[config.mk]
export PLATFORM = sky130hd
export DESIGN_NAME = mem_bus_arbiter
export DESIGN_NICKNAME = d
export VERILOG_FILES = /design/src/rtl/mem_bus_arbiter.sv
export SDC_FILE = /design/constraint.sdc
export NUM_CORES = 1
export LEC_CHECK = 0
export BUFFER_PORTS_ARGS = -buffer_cell sky130_fd_sc_hd__buf_2
export CAP_MARGIN = 25
export CORE_AREA = 5 5 103 105
export CTS_BUF_LIST = sky130_fd_sc_hd__clkbuf_8
export DETAILED_ROUTE_END_ITERATION = 7
export DIE_AREA = 0 0 108 110
export PLACE_DENSITY = 0.76
export SYNTH_ARGS = -nofsm -noshare
export SYNTH_HDL_FRONTEND = slang
export SYNTH_SLANG_ARGS = --single-unit
[constraint.sdc]
create_clock -name clk -period 4.1 [get_ports clk]
set_clock_uncertainty 0.2 [all_clocks]
set_input_delay 0.205 -clock clk [delete_from_list [all_inputs] [get_ports clk]]
set_output_delay 0.205 -clock clk [all_outputs]
set_load 0.02 [all_outputs]
[src/rtl/mem_bus_arbiter.sv]
// mem_bus_arbiter: shares one AXI-lite master request port between the
// instruction-fetch bus (read-only) and the load/store data bus.
// One request is latched at a time and held until the master completes.
// The response goes back to the requester that won the grant. At least one
// idle cycle always separates two transfers.
module mem_bus_arbiter #(
  parameter int ADDR_WIDTH = 32,
  parameter int DATA_WIDTH = 32
) (
  input  logic                  clk,
  input  logic                  rst,
  input  logic                  ibus_valid_i,
  output logic                  ibus_ready_o,
  input  logic [ADDR_WIDTH-1:0] ibus_addr_i,
  output logic [DATA_WIDTH-1:0] ibus_rdata_o,
  input  logic                  dbus_valid_i,
  output logic                  dbus_ready_o,
  input  logic [ADDR_WIDTH-1:0] dbus_addr_i,
  input  logic [DATA_WIDTH-1:0] dbus_wdata_i,
  input  logic [3:0]            dbus_we_i,
  output logic [DATA_WIDTH-1:0] dbus_rdata_o,
  output logic                  m_valid_o,
  input  logic                  m_ready_i,
  output logic [ADDR_WIDTH-1:0] m_addr_o,
  output logic [DATA_WIDTH-1:0] m_wdata_o,
  output logic [3:0]            m_we_o,
  input  logic [DATA_WIDTH-1:0] m_rdata_i
);

  typedef enum logic {
    IDLE = 1'b0,
    BUSY = 1'b1
  } state_t;

  state_t state;
  state_t state_next;

  // prio: 1 = dbus wins a tie, 0 = ibus wins a tie
  logic prio;
  // gnt: 1 = dbus owns the current transfer, 0 = ibus owns it
  logic gnt;
  // abandon: the owner dropped its valid while the transfer was in flight
  logic abandon;

  logic [ADDR_WIDTH-1:0] addr_q;
  logic [DATA_WIDTH-1:0] wdata_q;
  logic [3:0]            we_q;

  logic grant_en;
  logic pick_dbus;
  logic complete;
  logic owner_valid;

  // The master sees only registered state, so requester inputs never reach it combinationally
  assign m_valid_o = (state == BUSY);
  assign m_addr_o  = addr_q;
  assign m_wdata_o = wdata_q;
  assign m_we_o    = we_q;

  assign owner_valid = gnt ? dbus_valid_i : ibus_valid_i;

  // State register; a reset in the middle of a transfer simply drops it
  always_ff @(posedge clk) begin
    if (rst) begin
      state <= IDLE;
    end else begin
      state <= state_next;
    end
  end

  // Arbitration and next state, plus the combinational completion strobe back to the owner
  always_comb begin
    state_next   = state;
    grant_en     = 1'b0;
    pick_dbus    = 1'b0;
    complete     = 1'b0;
    ibus_ready_o = 1'b0;
    dbus_ready_o = 1'b0;
    ibus_rdata_o = '0;
    dbus_rdata_o = '0;
    case (state)
      IDLE: begin
        if (ibus_valid_i || dbus_valid_i) begin
          grant_en   = 1'b1;
          pick_dbus  = dbus_valid_i && (!ibus_valid_i || prio);
          state_next = BUSY;
        end
      end
      BUSY: begin
        if (m_ready_i) begin
          complete   = 1'b1;
          state_next = IDLE;
          if (!abandon) begin
            if (gnt) begin
              dbus_ready_o = 1'b1;
              dbus_rdata_o = m_rdata_i;
            end else begin
              ibus_ready_o = 1'b1;
              ibus_rdata_o = m_rdata_i;
            end
          end
        end
      end
      default: state_next = IDLE;
    endcase
  end

  // Latch the winning request; a fetch never writes, so its enables and data are zeroed
  always_ff @(posedge clk) begin
    if (rst) begin
      addr_q  <= '0;
      wdata_q <= '0;
      we_q    <= '0;
      gnt     <= 1'b0;
      prio    <= 1'b1;
    end else if (grant_en) begin
      addr_q  <= pick_dbus ? dbus_addr_i  : ibus_addr_i;
      wdata_q <= pick_dbus ? dbus_wdata_i : '0;
      we_q    <= pick_dbus ? dbus_we_i    : 4'b0000;
      gnt     <= pick_dbus;
      prio    <= ~pick_dbus;
    end
  end

  // Sticky abandon: set when the owner lets go mid-transfer, cleared when the transfer retires
  always_ff @(posedge clk) begin
    if (rst) begin
      abandon <= 1'b0;
    end else if (state == IDLE) begin
      abandon <= 1'b0;
    end else if (complete) begin
      abandon <= 1'b0;
    end else if (!owner_valid) begin
      abandon <= 1'b1;
    end
  end

endmodule

Yosys cells after proc, flatten, opt, wreduce, memory -nomap -nowiden
Cells that the tools add are included.
{ "word_totals": {"ff_bits": 72, "wordCells": 42, "out_inout_bits": 135} }
{ "classes": {"reduce_logical": 5, "bitwise": 2, "n_mux": 28} }
{ "op_table": {"columns": ["cell", "n"], "rows": [
  ["$mux W32", 10],
  ["$mux W1", 16],
  ["$mux W4", 1],
  ["$reduce_or A3 Y1", 1],
  ["$logic_or A1 B1 Y1", 2],
  ["$not A1 Y1", 2],
  ["$pmux W1 S2", 1],
  ["$logic_and A1 B1 Y1", 1],
  ["$logic_not A1 Y1", 1]
]} }

Longest topological paths before layout
Gate-level depths: netlist of the first run.
{ "depth": {"word_depth": 6, "depth_mapped": 6, "depth_no_buf": 3} }

Least setup slack after synthesis of the first run
No wires, ideal clock.
{ "synth_path": {"path_type": "register to output", "start": "register state (netlist: m_valid_o)", "end": "output port ibus_rdata_o[22]", "path_stages_with_launch": 6, "slack_ns": 2.023, "arrival_time_ns": 1.672, "cell_sequence": "dfxtp_1 buf_2 nand2_1 nor3_1 clkbuf_1 and2_1"} }
{ "synth_between": {"elab_chain_cells": 1} }
{ "synth_lines": {"columns": ["element", "line", "text"], "rows": [
  ["start: declaration", "35", "state_t state;"],
  ["start signal: assignment", "67", "state <= state_next;"],
  ["$mux W32", "81", "case (state)"],
  ["end: declaration", "15", "output logic [DATA_WIDTH-1:0] ibus_rdata_o,"]
]} }
Every way passes these cells.

Final worst setup path of the first run
{ "layout_path": {"start": "register prio", "end": "register addr_q[1] (netlist: m_addr_o[1])"} }
{ "layout_between": {"elab_chain_cells": 5} }
{ "layout_lines": {"columns": ["element", "line", "text"], "rows": [
  ["start: declaration", "39", "logic prio;"],
  ["start signal: assignment", "121", "prio <= ~pick_dbus;"],
  ["$logic_or A1 B1 Y1", "85", "pick_dbus = dbus_valid_i && (!ibus_valid_i || prio);"],
  ["$logic_and A1 B1 Y1", "85", null],
  ["$mux W1", "83", "if (ibus_valid_i || dbus_valid_i) begin"],
  ["$mux W1", "81", null],
  ["$mux W32", "117", "addr_q <= pick_dbus ? dbus_addr_i : ibus_addr_i;"],
  ["end signal: assignment", "117", null],
  ["end: declaration", "45", "logic [ADDR_WIDTH-1:0] addr_q;"]
]} }
Every way passes these cells.
A chain may end at the register's enable or synchronous reset.

==> results.json, run 1 <==
{
  "run_status": "finished, final reports clean",
  "synth_top_cells_by_area": "dfxtp_1, and2_1, a2111oi_0",
  "gp_congestion": 0.861,
  "p_leak_nw": 2.91,
  "syn_area_per_cell_um2": 8.09,
  "swShare": 0.315,
  "antenna_found_initial": 1,
  "end_kind": "flop",
  "syn_area_um2": 3570,
  "viasPerCell": 5.29,
  "max_freq_mhz": 386,
  "yosys_register_bits": 72,
  "drc": 0,
  "netlist.area_leader.share": 0.404,
  "cts_tree": "done",
  "vias": 4688,
  "ys_types": 26,
  "synth_edf_count": 0,
  "chipWidth_um": 108,
  "rows": 36,
  "comb_power_share": 0.257,
  "p_switching_mw": 0.582,
  "fin_setup_tns_ps": 0,
  "start_kind": "flop",
  "rsz0062_at_grt": "false",
  "clk_pin_slew_ps": 80,
  "cap_violations": 0,
  "grt_pass1_wl_um": 22100,
  "hp-class": "input port to flop",
  "dieArea_um2": 11900,
  "cp_max_fo": 37,
  "met1_usage": 0.247,
  "firstDrtPassIters": 6,
  "htree_levels": 3,
  "grt_usage": 0.234,
  "first_global_vias": 4389,
  "grt_busiest_layer": "met2",
  "port-buffer-count": 271,
  "die_h_um": 110,
  "ys_seq_area_frac": 0.404,
  "reg2reg_depth": 4,
  "p_per_area_nw_per_um2": 316,
  "wire_per_inst_um": 16.6,
  "syn_to_final_growth_pct": 63.8,
  "crit_required_ps": 4110,
  "start_util": 0.374,
  "drt-total-wl_um": 14700,
  "synthCells": 441,
  "hpwl_um": 10000,
  "max_slew_margin": 0.299,
  "cts_num_sinks": 72,
  "cp_data_arrival_time_ps": 2600,
  "min_period_over_period": 0.633,
  "ir_worst_vdd_mv": 0.170,
  "share_seq_of_total_power": 0.428,
  "grt_max_degree": 47,
  "synth_top_area_cell": "dfxtp_1",
  "dpl-instance-area_um2": 4940,
  "timing.final.crit_period_ps": 2590,
  "clk_path_buf_depth": 2,
  "clock_latency_ps": 340,
  "drive_above_1_share": 0.398,
  "worst_pin_slew_ps": 1050,
  "num-fill-cells": 833,
  "ant_nets": 0,
  "ys_warn_count": 0,
  "setup_viol": 0,
  "cts_buffers": 9,
  "yosysMostFrequentCell": "dfxtp_1",
  "syn-num-nets": 578,
  "nets": 884,
  "finalMaxSlewViolations": 0,
  "use_met3": 0.0547,
  "async_reset_ff_frac": 0,
  "met2_usage": 0.443,
  "criticalPathCategory": "flop to flop",
  "clockPowerShare": 0.315,
  "p_int_mw": 1.26,
  "drt_iter0_drc": 376,
  "synth_common_cells": "dfxtp_1, and2_1, a21oi_1, clkbuf_1, nand2_1",
  "stdcell_count": 886,
  "finalHoldViolCount": 0,
  "boundaryPins": 272,
  "dp.cells": 800,
  "final_area_um2": 5840,
  "grt_overflow": 0,
  "core_area_um2": 9550,
  "root_buffer": "clkbuf_8",
  "worstHoldPathCells": 3,
  "ys.flop_type": "dfxtp_1"
}
[repair_timing]
item	in CTS	in global routing
buffers inserted	0	0
endpoints found under the hold margin	70	0
hold buffers	69	0
resized for setup	0	0
[power groups by stage]
stage | combinational, mW | sequential, mW | clock [mW]
2_1_floorplan | 0.186 | 0.861 | 0
3_3_place_gp | 0.406 | 0.804 | 0
3_5_place_dp | 0.418 | 0.805 | 0
4_1_cts | 0.470 | 0.790 | 0.594
5_1_grt | 0.512 | 0.796 | 0.630
6_report | 0.475 | 0.791 | 0.581
[metrics by stage]
step / worst slack (ps) / total power [mW] / hold WS [ps] / utilization
6_report: 1510 / 1.85 / 19.1 / 0.612
5_1_grt: 1380 / 1.94 / 7.72 / 0.612
4_1_cts: 1550 / 1.85 / 0.595 / 0.612
3_5_place_dp: 1590 / 1.22 / 247 / 0.518
3_3_place_gp: 1570 / 1.21 / 242 / 0.513
2_1_floorplan: 2020 / 1.05 / 138 / -
[cells by family (layout without fill, tap and decap cells)]
kind of cell | Yosys count | after routing | synth area share
flip-flops | 72 | 72 | 0.404
AND/OR/NAND/NOR | 160 | 160 | 0.254
AO/OA/AOI/OAI | 130 | 130 | 0.247
buffers and inverters | 78 | 389 | 0.0915
other | 0 | 1 | 0
multiplexers | 1 | 1 | 0.00281
[metal layers]
metal	wire (µm)	up-vias
li1	-	2185
met2	7830	303
met3	1330	42
met5	0	-
met1	5080	2158
met4	501	0
[worst paths after layout]
check            startpoint            end  slack (ps)
max                    prio    m_addr_o[1]        1510
min          ibus_addr_i[3]    m_addr_o[3]          20
max reg2reg            prio    m_addr_o[1]        1510
min reg2reg   m_wdata_o[12]  m_wdata_o[12]         260
[layout by cell type, fill, tap and decap left out, types with 2 or more instances in the layout]
| cell | instances |
|---|---|
| nand2b_1 | 9 |
| nor2_1 | 2 |
| a21oi_1 | 37 |
| a211oi_1 | 25 |
| nand2_1 | 37 |
| a2111oi_0 | 32 |
| buf_6 | 2 |
| inv_2 | 2 |
| buf_2 | 271 |
| dlygate4sd3_1 | 69 |
| inv_1 | 26 |
| and3_1 | 7 |
| o21ai_0 | 25 |
| clkinvlp_4 | 2 |
| and2_1 | 65 |
| clkbuf_8 | 11 |
| a311o_1 | 7 |
| nand4_1 | 36 |
| buf_4 | 2 |
| dfxtp_1 | 72 |
| clkinv_2 | 2 |
[critical path, stage by stage (launching register included)]
cell and delay, ps:
dfxtp_1 1020, nand2b_1 200, buf_4 350, and3_4 510, a211oi_1 150
[sequential cells by signal, indices dropped and copies added, names as in the netlist]
register	flops
m_addr_o	32
prio	1
m_valid_o	1
m_wdata_o	32
gnt	1
abandon	1
m_we_o	4
[area by class of cell]
class,instances,area [µm²],share of cell area
antenna,1,2.50,0.000428
clock buffer,11,151,0.0259
clock inverter,5,55.1,0.00942
inverter,28,105,0.0180
multi-input combinational,291,1820,0.311
sequential,72,1440,0.247
tap,133,166,0.0285
timing repair buffer,345,2100,0.360
Power figures use the tool's default switching activity.
==> run 2, diff against run 1 <==
--- a/config.mk
+++ b/config.mk
@@ -7,11 +7,11 @@
 export LEC_CHECK = 0
 export BUFFER_PORTS_ARGS = -buffer_cell sky130_fd_sc_hd__buf_2
 export CAP_MARGIN = 25
-export CORE_AREA = 5 5 103 105
+export CORE_MARGIN = 5
+export CORE_UTILIZATION = 37
 export CTS_BUF_LIST = sky130_fd_sc_hd__clkbuf_8
 export DETAILED_ROUTE_END_ITERATION = 7
-export DIE_AREA = 0 0 108 110
-export PLACE_DENSITY = 0.76
+export PLACE_DENSITY = 0.78
 export SYNTH_ARGS = -nofsm -noshare
 export SYNTH_HDL_FRONTEND = slang
 export SYNTH_SLANG_ARGS = --single-unit
==> constraint.sdc (replaced) <==
create_clock -name clk -period 2.31 [get_ports clk]
set_clock_uncertainty 0.2 [all_clocks]
set_input_delay 0.1155 -clock clk [delete_from_list [all_inputs] [get_ports clk]]
set_output_delay 0.1155 -clock clk [all_outputs]
set_load 0.02 [all_outputs]
==> run 2 against run 1 <==
  * Design area increased by 5.2%
  * Core utilization rose by 4.7 points
  * Die area is 1.5% lower
  * Register-to-register slack lost 1300 ps
  * Final cell count grew 3.2%
  * First-iteration DRC count rose by 0.80%
  * Clock power up 98%
  * Global-route usage is 2.9 points higher
  * Fmax is 24% higher
  * Critical path depth stayed put
==> results.json, run 2 (same netlist as run 1, synthesis figures left out) <==
{
  "core_area_um2": 9330,
  "wire_per_inst_um": 17.6,
  "cts_tree": "done",
  "crit_required_ps": 2400,
  "drt_iter0_drc": 379,
  "r2r_start": "m_valid_o",
  "r2r_setup_slack_ps": 210,
  "drive_above_1_share": 0.386,
  "rsz0062_at_grt": "false",
  "syn_to_final_growth_pct": 72.3,
  "stdcell_count": 914,
  "port-buffer-count": 271,
  "min_period_over_period": 0.909,
  "max_slew_margin": 0.390,
  "dp.cells": 800,
  "cts_buffers": 9,
  "boundaryPins": 272,
  "grt_max_degree": 49,
  "final_area_um2": 6140,
  "dieArea_um2": 11700,
  "r2r-end": "m_addr_o[3]",
  "clk_pin_slew_ps": 80,
  "setup_viol": 0,
  "antenna_found_initial": 1,
  "criticalPathCategory": "flop to flop",
  "num-fill-cells": 783,
  "finalHoldViolCount": 0,
  "grt_pass1_wl_um": 24500,
  "htree_levels": 3,
  "cp_max_fo": 32,
  "chipWidth_um": 108,
  "ir_worst_vdd_mv": 0.284,
  "hp-class": "input port to flop",
  "drc": 0,
  "reg2reg_depth": 4,
  "finalHoldWorstSlack_ps": 111,
  "startpoint": "m_valid_o",
  "finalMaxSlewViolations": 0,
  "rows": 35,
  "gp_congestion": 0.832,
  "grt_overflow": 0,
  "first_global_vias": 4941,
  "viasPerCell": 5.36,
  "end_kind": "flop",
  "dpl-instance-area_um2": 4950,
  "timing.final.crit_period_ps": 2100,
  "endpoint": "m_addr_o[3]",
  "p_per_area_nw_per_um2": 568,
  "nets": 914,
  "start_kind": "flop",
  "drt-total-wl_um": 16100,
  "root_buffer": "clkbuf_8",
  "worst_pin_slew_ps": 913,
  "run_status": "finished, final reports clean",
  "start_util": 0.382,
  "firstDrtPassIters": 6,
  "layout_commonest_cell": "buf_2",
  "grt_usage": 0.263,
  "cts_num_sinks": 72,
  "p_leak_nw": 3.09,
  "clock_latency_ps": 340,
  "clk_path_buf_depth": 2,
  "fin_setup_tns_ps": 0,
  "max_freq_mhz": 476,
  "vias": 4897,
  "ant_nets": 0,
  "hpwl_um": 10400,
  "cp_data_arrival_time_ps": 2190,
  "mostFrequentLayoutCells": "buf_2, dlygate4sd3_1, dfxtp_1",
  "die_h_um": 108,
  "cap_violations": 0
}
## run 2: what timing repair did
action | CTS | global route
hold buffers | 95 | 0
setup buffers | 0 | 0
endpoints found under the setup margin | 0 | 12
resized for setup | 0 | 1
endpoints found under the hold margin | 70 | 0
## run 2: worst max-delay path, cell delays in order, from the launching register on
cell	delay (ps)
dfxtp_1	450
buf_4	360
a2111oi_0	110
a211oi_1	320
dlygate4sd3_1	600
## run 2: area by class of cell
class                           count  area [µm²]  share of cell area
Tap cell                          129         161              0.0263
Multi-Input combinational cell    291        1820               0.297
Antenna cell                        3        7.51             0.00122
Sequential cell                    72        1440               0.235
Clock inverter                      5        80.1              0.0130
Timing Repair Buffer              375        2370               0.386
Clock buffer                       11         151              0.0246
Inverter                           28         105              0.0171
## run 2: worst min-delay path by stage
stage | start | endpoint | depth (start not counted) | slack (ps)
after detailed placement | dbus_addr_i[25] | m_addr_o[25] | 2 | 160
after global routing | dbus_valid_i | m_wdata_o[2] | 3 | 100
after global placement | dbus_addr_i[25] | m_addr_o[25] | 2 | 150
after floorplan | dbus_addr_i[10] | m_addr_o[10] | 2 | 50
after CTS | dbus_valid_i | m_wdata_o[2] | 3 | 70
final | dbus_valid_i | m_wdata_o[2] | 3 | 110
## run 2: through the flow
| step | total power, mW | setup slack (ps) | utilization |
|---|---|---|---|
| after floorplan | 1.86 | 323 | - |
| after global placement | 2.16 | 621 | 0.531 |
| after detailed placement | 2.18 | 493 | 0.531 |
| after CTS | 3.48 | 170 | 0.657 |
| after global routing | 3.65 | 45.1 | 0.658 |
| final | 3.49 | 211 | 0.659 |
## run 2: report_power, final
part	switching (mW)	leakage (nW)	total [mW]	internal, mW
logic	0.532	2.38	0.942	0.411
registers	0.0545	0.594	1.39	1.34
clock network	0.488	0.117	1.15	0.666
## run 2: per-layer routing
layer,part of all wire,GRT usage,vias to the layer above
met5,0,0,-
met4,0.054,0.159,0
met3,0.083,0.0555,81
met2,0.53,0.492,325
met1,0.34,0.264,2245
li1,-,-,2246
